[src/rtl/mem_access_ctrl.sv]
// Load/store access controller for a 128-byte data RAM: IDLE -> ACCESS -> RESP handshake.
// Optional macro MEM_MISALIGN_TRAP_EN turns misaligned halfword/word accesses into faults.
module mem_access_ctrl (
  input  logic        clk,
  input  logic        rst,
  input  logic        req_valid,
  output logic        req_ready,
  input  logic        req_we,
  input  logic [31:0] req_addr,
  input  logic [31:0] req_wdata,
  input  logic [2:0]  req_u_b_h_w,
  output logic        resp_valid,
  input  logic        resp_ready,
  output logic [31:0] resp_rdata,
  output logic        resp_fault,
  output logic [31:0] mem_addr,
  output logic [31:0] mem_din,
  output logic [2:0]  mem_u_b_h_w,
  output logic        mem_we,
  input  logic [31:0] mem_dout,
  output logic [15:0] ld_count,
  output logic [15:0] st_count
);

  typedef enum logic [1:0] {
    S_IDLE   = 2'd0,
    S_ACCESS = 2'd1,
    S_RESP   = 2'd2
  } state_t;

  state_t      state_q, state_d;
  logic        we_q, we_d;
  logic [31:0] addr_q, addr_d;
  logic [31:0] wdata_q, wdata_d;
  logic [2:0]  size_q, size_d;
  logic        fault_q, fault_d;
  logic [31:0] resp_rdata_q, resp_rdata_d;
  logic        resp_fault_q, resp_fault_d;
  logic [15:0] ld_count_q, ld_count_d;
  logic [15:0] st_count_q, st_count_d;
  logic        req_fault;

  // Fault is decided on the incoming request so ACCESS can gate the write directly.
  always_comb begin
    req_fault = (req_addr[31:7] != 25'd0);
`ifdef MEM_MISALIGN_TRAP_EN
    if (req_u_b_h_w[1]) begin
      req_fault = req_fault | (req_addr[1:0] != 2'b00);
    end else if (req_u_b_h_w[0]) begin
      req_fault = req_fault | req_addr[0];
    end
`endif
  end

  always_ff @(posedge clk) begin
    if (rst) begin
      state_q <= S_IDLE;
    end else begin
      state_q <= state_d;
    end
  end

  always_comb begin
    state_d = state_q;
    case (state_q)
      S_IDLE:   if (req_valid) state_d = S_ACCESS;
      S_ACCESS: state_d = S_RESP;
      S_RESP:   if (resp_ready) state_d = S_IDLE;
      default:  state_d = S_IDLE;
    endcase
  end

  always_comb begin
    we_d         = we_q;
    addr_d       = addr_q;
    wdata_d      = wdata_q;
    size_d       = size_q;
    fault_d      = fault_q;
    resp_rdata_d = resp_rdata_q;
    resp_fault_d = resp_fault_q;
    ld_count_d   = ld_count_q;
    st_count_d   = st_count_q;
    case (state_q)
      S_IDLE: begin
        if (req_valid) begin
          we_d    = req_we;
          addr_d  = req_addr;
          wdata_d = req_wdata;
          size_d  = req_u_b_h_w;
          fault_d = req_fault;
        end
      end
      S_ACCESS: begin
        resp_rdata_d = (!we_q && !fault_q) ? mem_dout : 32'd0;
        resp_fault_d = fault_q;
      end
      S_RESP: begin
        // Counters advance only once the response is actually consumed.
        if (resp_ready && !resp_fault_q) begin
          if (we_q) st_count_d = st_count_q + 16'd1;
          else      ld_count_d = ld_count_q + 16'd1;
        end
      end
      default: ;
    endcase
  end

  always_ff @(posedge clk) begin
    if (rst) begin
      we_q         <= 1'b0;
      addr_q       <= 32'd0;
      wdata_q      <= 32'd0;
      size_q       <= 3'd0;
      fault_q      <= 1'b0;
      resp_rdata_q <= 32'd0;
      resp_fault_q <= 1'b0;
      ld_count_q   <= 16'd0;
      st_count_q   <= 16'd0;
    end else begin
      we_q         <= we_d;
      addr_q       <= addr_d;
      wdata_q      <= wdata_d;
      size_q       <= size_d;
      fault_q      <= fault_d;
      resp_rdata_q <= resp_rdata_d;
      resp_fault_q <= resp_fault_d;
      ld_count_q   <= ld_count_d;
      st_count_q   <= st_count_d;
    end
  end

  // RAM port is gated by rst combinationally so a reset mid-ACCESS blocks the falling-edge write.
  always_comb begin
    req_ready   = (state_q == S_IDLE);
    resp_valid  = (state_q == S_RESP);
    resp_rdata  = resp_rdata_q;
    resp_fault  = resp_fault_q;
    ld_count    = ld_count_q;
    st_count    = st_count_q;
    mem_addr    = 32'd0;
    mem_din     = 32'd0;
    mem_u_b_h_w = 3'd0;
    mem_we      = 1'b0;
    if (state_q == S_ACCESS && !rst) begin
      mem_addr    = addr_q;
      mem_din     = wdata_q;
      mem_u_b_h_w = size_q;
      mem_we      = we_q & ~fault_q;
    end
  end

endmodule

[config.mk]
export PLATFORM = sky130hd
export DESIGN_NAME = mem_access_ctrl
export DESIGN_NICKNAME = d
export VERILOG_FILES = /design/src/rtl/mem_access_ctrl.sv
export SDC_FILE = /design/constraint.sdc
export NUM_CORES = 1
export LEC_CHECK = 0
export ABC_AREA = 1
export CELL_PAD_IN_SITES_DETAIL_PLACEMENT = 0
export CELL_PAD_IN_SITES_GLOBAL_PLACEMENT = 2
export CORE_UTILIZATION = 22
export CTS_CLUSTER_DIAMETER = 30
export DETAILED_ROUTE_END_ITERATION = 8
export PLACE_DENSITY = 0.78
export SYNTH_ARGS = -nofsm -noshare
export SYNTH_HDL_FRONTEND = slang
export SYNTH_SLANG_ARGS = --single-unit
export TNS_END_PERCENT = 20
[constraint.sdc]
create_clock -name clk -period 1.74 [get_ports clk]
set_clock_uncertainty 0.05 [all_clocks]
set_input_delay 0.174 -clock clk [delete_from_list [all_inputs] [get_ports clk]]
set_output_delay 0.174 -clock clk [all_outputs]
set_load 0.005 [all_outputs]
### Word level (Yosys, flattened, before mapping)

Index checks and enable logic that the tools add are counted.

* bits in registers: 136
* input port bits: 104

* add/subtract/negate cells: 2
* equal/unequal tests: 4
* multiplexer cells: 8
* bitwise operators: 3
* reductions and logical operators: 13

Operator list (number)
* 32-bit two-way mux: 3
* 16-bit by 1-bit adder with 16-bit output (second input constant): 2
* 25-bit nonzero test: 1
* 2-bit case mux with 3 select lines: 1
* 3-bit AND reduction: 2
* 1-bit logical NOT: 4
* 2-bit two-way mux: 2
* 2-bit AND reduction: 2
* 1-bit logical AND: 3
* 3-bit two-way mux: 1
* 2-bit by 1-bit == test with 1-bit output (second input constant): 1
* 2-bit == test (second input constant): 1
* 2-bit logical NOT: 1
* 2-bit by 1-bit inequality test with 1-bit output (second input constant): 1
* 2-bit inequality test (second input constant): 1
* 1-bit NOT: 2
* 1-bit AND: 1
* 1-bit two-way mux: 1

### Depth between registers and ports, before layout

Gate-level depths: netlist of the first run.

* depth after elaboration: 3
* depth in mapped cells: 9

### Worst setup path after synthesis of the first run

No wires, ideal clock.

* path kind: register to register
* start: register st_count_q[0], in the netlist st_count[0]
* end: register st_count_q[14], in the netlist st_count[14]
* arrival time: 1235 ps
* path slack: 342 ps
* cell stages (with the launch flop): 9
* buffers on the path: 0
* period minus slack after synthesis: 1398 ps
* path through: dfxtp_1 -> ha_1 -> nand3_1 -> nor2_1 -> nand2_1 -> nor2_1 -> nand2_1 -> nand2_1 -> nor2_1

* cells in the longest elaborated chain, start to end: 1

Ends and longest elaborated chain
* start: declaration: line 40 `logic [15:0] st_count_q, st_count_d;`
* start signal: assignment: line 128 `st_count_q <= st_count_d;`
* 16-bit by 1-bit adder with 16-bit output: line 100 `if (we_q) st_count_d = st_count_q + 16'd1;`

Every way passes these cells.
A chain may end at the register's enable or synchronous reset.

### Final worst setup path of the first run

* start: register state_q[0]
* end: output port mem_addr[20]

* cells in the longest elaborated chain, start to end: 3

Ends and longest elaborated chain
* start: declaration: line 31 `state_t state_q, state_d;`
* start signal: assignment: line 59 `state_q <= state_d;`
* 2-bit by 1-bit == test with 1-bit output: line 144 `if (state_q == S_ACCESS && !rst) begin`
* 1-bit logical AND: line 144
* 32-bit two-way mux: line 144
* end: declaration: line 16 `output logic [31:0] mem_addr,`

Every way passes these cells.

==> results.tsv, run 1 <==
stage	metric	value	unit
die	core_area	0.02547	mm^2
placed_design	dpl.cell_count	1359	
pwr	p_per_area	908.3	mW/mm^2
yosys	synth_nets	918	
yosys	synth_warnings	0	
final_layout	fin_util	36.51	%
sta	report.final.hold_viol_count	0	
global_routing	grt_antenna_before_repair	0	
worst_setup_path	worstPathRequired	1.52	ns
die	die_x	164.0	um
flow_run	maxCapViolations	0	
global_routing	grt_pass1_vias	5567	
route	dr.first_iter.drc_count	328	
route	first_pass_iters	4	
worst_setup_path	rrSetupSlack	0.15	ns
cts	htree_levels	4	
worst_setup_path	critPathKind	reg2out	
sta	worst_pin_slew	0.4238	ns
final_layout	stdcell_count	1406	
die	num_rows	58	
cts	cts_tree	built	
sta	period_share	106.1	%
worst_setup_path	crit_start	state_q[0]	
pwr	peakVddDrop	440.2	uV
status	status	complete, but fails checks	
global_routing	grt_max_degree	106	
final_layout	diodes	0	
yosys	syn_area	0.005773	mm^2
min_path	hold_class	in2reg	
die	pin_count	239	
placed_design	portBuffers	238	
worst_setup_path	reg2reg_depth	11	
sta	fin_crit	1.846	ns
sta	fin_tns_setup	-0.6885	ns
die	die_area	0.02689	mm^2
worst_setup_path	worstPathArrival	1.62	ns
global_routing	overflow	0	
route	dr_total_vias	5881	
cts	numCtsBuffers	17	
worst_setup_path	crit_fanout	8	
final_layout	fill_cells	2663	
yosys	yosys_register_bits	136	
yosys	syn_area_per_cell	7.110	um^2
worst_setup_path	critPathCaptureType	primary output	
cts	clk_latency	0.42	ns
global_routing	grt_pass1_wl	30930	um
yosys	netlist_instances	812	
worst_setup_path	worstReg2RegEnd	st_count[8]	
cts	clk_path_buf_depth	2	
worst_setup_path	crit_path_end	mem_addr[20]	
worst_setup_path	r2r-start	state_q[0]	
route	ant_nets	0	
cts	clock-sinks	136	
sta	max_freq	541.9	MHz
cts	root_buffer	clkbuf_16	
sta	maxSlewViolCount	0	
cts	cts_hold_buf	0	
placed_design	place_hpwl	13520	um
final_layout	nets	1169	
sta	setup_viol	23	
pwr	power	0.008446	W
sta	rsz0062_at_grt	true	
yosys	synth.distinct_cells	31	
status	violations	negative setup slack	
global_routing	track_usage	14.95	%
route	drc	0	
die	initial_utilization	22.66	%
worst_setup_path	crit_path_start_kind	flop	
final_layout	drive_gt1_share	19.14	%
sta	setup_ws	-0.1055	ns
placed_design	gp_congestion	0.7568	
placed_design	place_ws	-0.1526	ns
cts	clkTransAtPathRegs	0.07	ns
route	wl	19730	um
route	post_drt_wl_per_cell	14.03	um
pwr	p_leak	3.765	nW
sta	maxSlewHeadroom	71.75	%
yosys	ys_seq_area_share	47.16	%
final_layout	area_growth_syn_to_layout	61.08	%
die	die_h	164.0	um
route	vias_per_cell	4.183	
synthesized netlist by cell type:
master	number	area, um^2
buf_1	1	3.750
o21ai_1	4	20.02
a211oi_2	1	12.51
ha_1	2	25.02
nand3_1	16	80.08
and3_1	1	6.260
o21a_1	1	7.510
a21oi_1	114	570.6
a2bb2oi_1	1	8.760
nor2_1	174	653.1
inv_2	4	15.01
clkbuf_1	26	97.59
o21bai_1	1	7.510
buf_6	1	11.26
nor3_1	4	20.02
a31oi_1	1	6.260
nand3_4	1	17.52
o31ai_1	1	7.510
nand4_2	2	25.02
nor3b_2	1	12.51
nor2_2	2	12.51
dfxtp_1	136	2723
xor2_1	1	8.760
inv_1	105	394.1
buf_2	17	85.08
nor2_4	4	45.04
nand2_2	5	31.28
nand2_1	62	232.7
buf_4	2	15.01
o21ai_0	111	555.5
nand4_1	10	62.56
placed cells by master, fill, tap and decap left out, types with 2 or more instances in the layout:
cell type,instances
clkdlybuf4s50_1,168
dfxtp_1,134
nor2_1,131
a21oi_1,114
o21ai_0,111
inv_1,105
nand2_1,62
buf_2,62
nor2_2,39
buf_4,26
clkbuf_16,17
nand3_1,16
nor2_4,10
nand4_1,10
buf_12,9
buf_6,7
nor3_1,4
o21ai_1,4
inv_2,3
nand2_2,3
bufinv_16,3
inv_6,3
clkinvlp_4,3
clkbuf_8,3
clkinv_4,3
clkdlybuf4s15_2,3
nand4_2,2
ha_1,2
dfxtp_2,2
flip-flops by register name, summed over array words and instances, names as in the netlist:
register    count
wdata_q        32
we_q            1
ld_count       16
state_q         2
size_q          3
resp_fault      1
fault_q         1
addr_q         32
st_count       16
resp_rdata     32
worst min path at each step:
stage / depth (start not counted) / slack, ns / startpoint / to
6_report: 3 / 0.30 / mem_dout[18] / resp_rdata[18]
5_1_grt: 3 / 0.31 / mem_dout[14] / resp_rdata[14]
4_1_cts: 3 / 0.29 / mem_dout[0] / resp_rdata[0]
3_5_place_dp: 2 / 0.39 / addr_q[9] / addr_q[9]
3_3_place_gp: 2 / 0.39 / addr_q[28] / addr_q[28]
2_1_floorplan: 1 / 0.22 / resp_ready / state_q[1]
final cells by class:
| class | instances | area [um^2] | area share, % |
|---|---|---|---|
| Inverter | 109 | 410.4 | 4.413 |
| Timing Repair Buffer | 279 | 2534 | 27.25 |
| Clock inverter | 12 | 165.2 | 1.776 |
| Sequential cell | 136 | 2725 | 29.31 |
| Multi-Input combinational cell | 520 | 2585 | 27.80 |
| Clock buffer | 20 | 466.7 | 5.019 |
| Tap cell | 330 | 412.9 | 4.440 |
critical path, stage by stage, from the launching register on:
cell and delay, ns:
dfxtp_2 0.33, inv_2 0.05, nor2_4 0.15, nand2_8 0.12, buf_12 0.16, buf_6 0.11
buf_6 0.12, nor2_4 0.06, buf_2 0.11
cell families (layout without fill, tap and decap cells):
logic type,after synthesis,after routing,synth area share [%]
AO/OA/AOI/OAI,235,235,20.72
XOR/XNOR,1,1,0.1517
adder cells (fa/ha/maj),2,2,0.4334
buffers and inverters,156,420,10.77
flip-flops,136,136,47.16
AND/OR/NAND/NOR,282,282,20.76
what timing repair did:
item	4_1_cts	5_1_grt
pin swaps	4	5
endpoints found under the setup margin	70	70
resized for setup	291	47
buffers inserted	7	8
cloned	3	0
power breakdown:
part	total, W	internal (W)	switching [W]
sequential	0.00338	0.00332	0.0000641
combinational	0.00116	0.000580	0.000581
clock	0.00390	0.00239	0.00151
through the flow:
step | hold WS, ns | instance area (um^2)
floorplan | 0.2243 | 5773
global placement | 0.3906 | 8635
detailed placement | 0.3941 | 8635
CTS | 0.2867 | 9216
global route | 0.3096 | 9299
finish | 0.3040 | 9299
layer usage:
metal | vias to the layer above | part of all wire (%) | track usage (%)
met1 | 2603 | 45 | 19.22
li1 | 3098 | - | -
met4 | 0 | 1.3 | 4.798
met3 | 19 | 7.8 | 5.354
met2 | 161 | 46 | 23.15
met5 | - | 0 | 0
Power figures use the tool's default switching activity.
==> run 2, diff against run 1 <==
SKIP_LAST_GASP = 1   (was default)
==> results.tsv, run 2 (synthesis gave the netlist of run 1 again) <==
stage	metric	value	unit
route	drc	0	
final_layout	nets	1181	
pwr	p_seq_share	39.9	%
sta	setup_viol	59	
die	die_h	164.0	um
pwr	clockPowerShare	45.9	%
die	die_x	164.0	um
pwr	power	0.008484	W
cts	clk_path_buf_depth	2	
final_layout	diodes	0	
cts	clk_latency	0.42	ns
global_routing	track_usage	14.92	%
sta	setup_ws	-0.2036	ns
pwr	p_comb_share	14.2	%
min_path	hp-start	mem_dout[18]	
min_path	hold_path_end	resp_rdata[18]	
cts	clkTransAtPathRegs	0.07	ns
route	first_pass_iters	4	
worst_setup_path	critPathKind	reg2out	
pwr	p_switching	0.002162	W
min_path	hold_depth	3	
final_layout	final_common_cell	clkdlybuf4s50_1	
worst_setup_path	worstPathRequired	1.52	ns
final_layout	drive_gt1_share	16.82	%
placed_design	place_ws	-0.1526	ns
min_path	hold_class	in2reg	
worst_setup_path	rrSetupSlack	0.08	ns
worst_setup_path	crit_path_start_kind	flop	
pwr	intPower	0.006322	W
final_layout	register_area	0.002724	mm^2
die	core_area	0.02547	mm^2
flow_run	maxCapViolations	0	
sta	report.final.hold_viol_count	0	
final_layout	final_cell_mix	170 x clkdlybuf4s50_1, 145 x nor2_1, 135 x dfxtp_1	
cts	numCtsBuffers	17	
pwr	p_leak	4.106	nW
pwr	netSwitchingFraction	25.48	%
route	ant_nets	0	
global_routing	grt_max_degree	106	
cts	htree_levels	4	
status	violations	negative setup slack	
worst_setup_path	crit_fanout	6	
route	post_drt_wl_per_cell	14.22	um
status	status	complete, but fails checks	
route	vias_per_cell	4.193	
global_routing	grt_pass1_wl	30840	um
worst_setup_path	critPathCaptureType	primary output	
sta	period_share	111.7	%
die	die_area	0.02689	mm^2
placed_design	place_hpwl	13520	um
global_routing	overflow	0	
die	pin_count	239	
final_layout	fin_util	37.66	%
worst_setup_path	worstReg2RegEnd	resp_fault	
global_routing	grt_antenna_before_repair	0	
sta	max_freq	514.5	MHz
cts	cts_hold_buf	0	
final_layout	multi_input_area	0.002596	mm^2
cts	clock-sinks	136	
sta	fin_crit	1.944	ns
sta	rsz0062_at_grt	true	
global_routing	grt_pass1_vias	5565	
worst_setup_path	r2r-start	state_q[0]	
pwr	peakVddDrop	442.8	uV
cts	cts_tree	built	
sta	maxSlewViolCount	0	
final_layout	area_growth_syn_to_layout	66.15	%
die	initial_utilization	22.66	%
worst_setup_path	worstPathArrival	1.72	ns
cts	root_buffer	clkbuf_16	
worst_setup_path	reg2reg_depth	7	
pwr	p_per_area	884.5	mW/mm^2
die	num_rows	58	
route	wl	20170	um
placed_design	portBuffers	238	
final_layout	fill_cells	2650	
placed_design	gp_congestion	0.7568	
route	dr.first_iter.drc_count	285	
sta	worst_pin_slew	0.4363	ns
route	dr_total_vias	5945	
sta	maxSlewHeadroom	70.91	%
[run 2: worst max-delay path, stage by stage, from the launching register on]
cell and delay, ns:
dfxtp_2 0.33, inv_2 0.05, nor2_4 0.21, nand2_8 0.12, buf_6 0.14, buf_12 0.12, buf_4 0.14, nor2_1 0.08
clkbuf_2 0.12
[run 2: what timing repair did]
action	in CTS	in global routing
setup endpoints to repair	70	88
hold endpoints to repair	0	0
resized for setup	70	163
pin swaps	4	7
gates cloned	3	3
buffers inserted	7	16
[run 2: per-stage QoR]
step / hold slack [ns] / instances / TNS (ns) / area [um^2]
final: 0.3036 / 1418 / -6.525 / 9592
after global routing: 0.3096 / 1418 / -13.92 / 9592
after CTS: 0.2867 / 1401 / -20.34 / 9422
after detailed placement: 0.3941 / 1359 / -7.607 / 8635
after global placement: 0.3906 / 1359 / -7.738 / 8635
after floorplan: 0.2243 / 812 / 0 / 5773
[run 2: area by class of cell]
type / count / area share (%)
repair buffers: 290 / 29.36
flip-flops and latches: 136 / 28.40
multi-input cells: 521 / 27.07
clock buffers: 20 / 4.866
well taps: 330 / 4.305
inverters: 109 / 4.279
clock inverters: 12 / 1.722
[run 2: power groups by stage]
stage / clock (W) / sequential, W / combinational, W
final: 0.00390 / 0.00338 / 0.00120
after global routing: 0.00416 / 0.00341 / 0.00134
after CTS: 0.00402 / 0.00339 / 0.00117
after detailed placement: 0 / 0.00345 / 0.00112
after global placement: 0 / 0.00345 / 0.00112
after floorplan: 0 / 0.00345 / 0.000485
[run 2: worst max-delay path by stage]
stage	end	slack [ns]	cells past startpoint	start
global placement	mem_addr[29]	-0.18	6	rst
CTS	mem_din[13]	-0.38	6	state_q[0]
detailed placement	mem_addr[29]	-0.15	6	rst
global route	mem_din[15]	-0.30	8	state_q[0]
floorplan	st_count[14]	0.34	8	st_count[0]
finish	mem_din[16]	-0.20	8	state_q[0]
[run 2: layer usage]
layer / track usage, % / part of all wire, %
met5: 0 / 0
met4: 4.798 / 1.5
met3: 5.455 / 7.6
met2: 22.98 / 46
met1: 19.22 / 45
==> run 3, diff against run 2 <==
GPL_ROUTABILITY_DRIVEN = 1   (was default)
==> results of run 3 <==
No change in the layout: final DEF, timing and power equal those of run 2.
==> patch (config.mk and constraints of run 1) <==
Make the reset (`rst`) asynchronous in 2 clocked blocks.
--- a/src/rtl/mem_access_ctrl.sv
+++ b/src/rtl/mem_access_ctrl.sv
@@ -53,5 +53,5 @@
   end
 
-  always_ff @(posedge clk) begin
+  always_ff @(posedge clk or posedge rst) begin
     if (rst) begin
       state_q <= S_IDLE;
@@ -106,5 +106,5 @@
   end
 
-  always_ff @(posedge clk) begin
+  always_ff @(posedge clk or posedge rst) begin
     if (rst) begin
       we_q         <= 1'b0;
Formal check against the unedited RTL: differs if rst is asserted again (counterexample within 4 cycles, from zero or initial values and one cycle with rst high); with rst held inactive, the same outputs for 4 cycles.
==> patch against run 1 <==
  * The run still ends with negative setup slack left
  * Wire length up 0.25%
  * Worst setup slack better by 17 ps
  * Core utilization down 0.23 points
  * Final area up 8.7%
  * Fmax up 0.91%
  * Die area up 8.0%
  * Area after synthesis up 8.1%
  * Sequential cell count unchanged
Power is not compared: it rests on default switching activity, and its combinational part moved more than twofold at a synthesized area within 25%.
==> patch: results (changes against run 1) <==
Parameter                              Value

Status
  Run status ... finished with violations
  Violated checks ... negative setup slack

Synthesis
  Most used standard cells in the synthesized netlist ... 232 x nand2_1, 136 x dfrtp_1, 113 x nor2_1
  Proportion of synthesized chip area in sequential cells ... 54.5% (+7.4 points)
  Proportion of synthesized flip-flops having asynchronous set or reset ... 100% (+100 points)
  Top post-synthesis cells by area ... dfrtp_1 55%, nand2_1 14%, nor2_1 6.8%, inv_1 6.3%, o21ai_0 5.5%
  Commonest register cell after synthesis ... dfrtp_1
  Avg Synthesized Cell Area ... 7.94 µm² (+12%)
  Total of warnings raised by yosys ... 0 (unchanged)
  Xor and xnor fraction of the mapped netlist area ... 1.68% (+1.5 points)
  Post-Synthesis Net Count ... 892 (-2.8%)
  Adder and majority cell fraction of the synthesized area ... 0.401% (-0.032 points)
  Compound-gate portion of the synthesized area ... 6.10% (-15 points)
  Portion of netlist area occupied by mux cells ... 0% (unchanged)
  Count of cell types in the netlist ... 24 (-23%)

CTS
  Clock buffer count from CTS ... 17 (unchanged)
  Number of buffers on the longest clock path ... 2 (unchanged)
  Latest clock arrival within the worst-skew pair ... 410 ps
  Clock H-tree levels ... 4 (unchanged)
  Worst-path clk slew ... 60 ps
  CTS Root Buffer Type ... clkbuf_16

Placed design
  RD Place Congestion ... 0.736 (-2.7%)
  HPWL Detailed ... 13500 µm (about the same)
  Dpl cell area ... 9160 µm² (+6.0%)
  Port buffer count ... 238 (unchanged)
  Pre-CTS setup slack ... -315 ps (-162 ps)
  Number of instances in the placed design ... 1393 (+2.5%)

GRT
  Initial antenna violation count ... 0 (unchanged)
  Pin count of the biggest net entering global routing ... 53 (-50%)
  GRT Total Usage ... 14.3% (-0.67 points)
  Vias in the first global route ... 5834 (+4.8%)
  Global-route wire length before repair ... 31500 µm (+1.8%)

Finish
  Fillcell total ... 2909 (+9.2%)
  Fraction of layout instances using a drive strength above 1 ... 19.5% (+0.34 points)
  # nets final ... 1151 (-1.5%)
  Diode insertion count for antenna repair ... 0 (unchanged)

Detailed routing
  Iter 0 DRT Violations ... 296 (-9.8%)
  Total number of vias ... 5680 (-3.4%)
  Wire length reported by the detailed router ... 19800 µm (+0.25%)
  First-pass DRT Iterations ... 4 (unchanged)
  Avg WL per Cell ... 13.8 µm (-1.8%)

Worst setup path
  Cell family with most CP delay ... flip-flops
  Critical path arrival ... 1600 ps (-20 ps)
  Maximum cell stage delay along the critical path ... 410 ps (+80 ps)
  CP max stage cell ... dfrtp_1
  Maximum fanout encountered on the critical timing path ... 6 (-2)

Pwr
  Leakage ... 4.63 nW
  Worst vdd ir ... 0.775 mV

STA
  Final TNS setup ... -3890 ps (-3200 ps)
  Minimum setup slack in the final design ... -88.9 ps (+16.6 ps)
  Final-report hold violation count ... 0 (unchanged)
  Worst-margin pin slew ... 516 ps (+92.4 ps)
  Endpoints failing setup ... 55 (+140%)

Worst hold path
  Class of the worst hold path ... input port to flop
==> patch: kinds of logic (layout without fill, tap and decap cells) <==
family,after synthesis,in the layout
and+or+nand+nor,419,419
buffers and inverters,141,412
DFF,136,136
AOI/OAI and AO/OA,76,76
xor gates and xnor gates,12,12
adders and majority gates,2,2
==> patch: worst register-to-register path, stage by stage (launching register included) <==
cell and delay, ps:
dfrtp_1 410, buf_4 170, nor2_4 140, nand2_2 130
inv_4 130, buf_12 210, nand2_1 100, o21ai_0 90
==> patch: layout make-up <==
type | instances | area (µm²) | area share (%)
Clock buffer | 17 | 425 | 4.21
Clock inverter | 14 | 199 | 1.97
Inverter | 110 | 419 | 4.15
Multi-Input combinational cell | 509 | 2540 | 25.2
Sequential cell | 136 | 3400 | 33.7
Tap cell | 378 | 473 | 4.68
Timing Repair Buffer | 271 | 2640 | 26.1
==> patch: power breakdown <==
part	internal, mW	switching (mW)
logic	1.48	2.18
registers	3.98	0.291
clock network	2.41	1.52
total	7.87	3.99
==> patch: final timing paths <==
check	start	to	slack, ps	cells after the start
worst max register to register	state_q[1]	wdata_q[15]	210	7
worst max-delay path	state_q[1]	mem_din[22]	-90	6
worst min register to register	resp_rdata[7]	resp_rdata[7]	430	2
min in group asynchronous	rst	we_q	380	3
worst min-delay path	mem_dout[8]	resp_rdata[8]	260	3
max in group asynchronous	rst	resp_rdata[2]	400	4
==> patch: metal layers <==
layer	vias to the layer above	GRT usage [%]	wire (µm)
li1	2921	-	-
met2	146	23.4	9420
met4	0	4.62	211
met3	11	3.81	1080
met1	2602	18.1	9070
met5	-	0	0
==> patch: timing repair <==
item | 4_1_cts | 5_1_grt
endpoints found under the setup margin | 70 | 177
setup buffers | 7 | 0
cloned | 6 | 0
endpoints found under the hold margin | 0 | 0
resized for setup | 299 | 64
pin swaps | 2 | 2
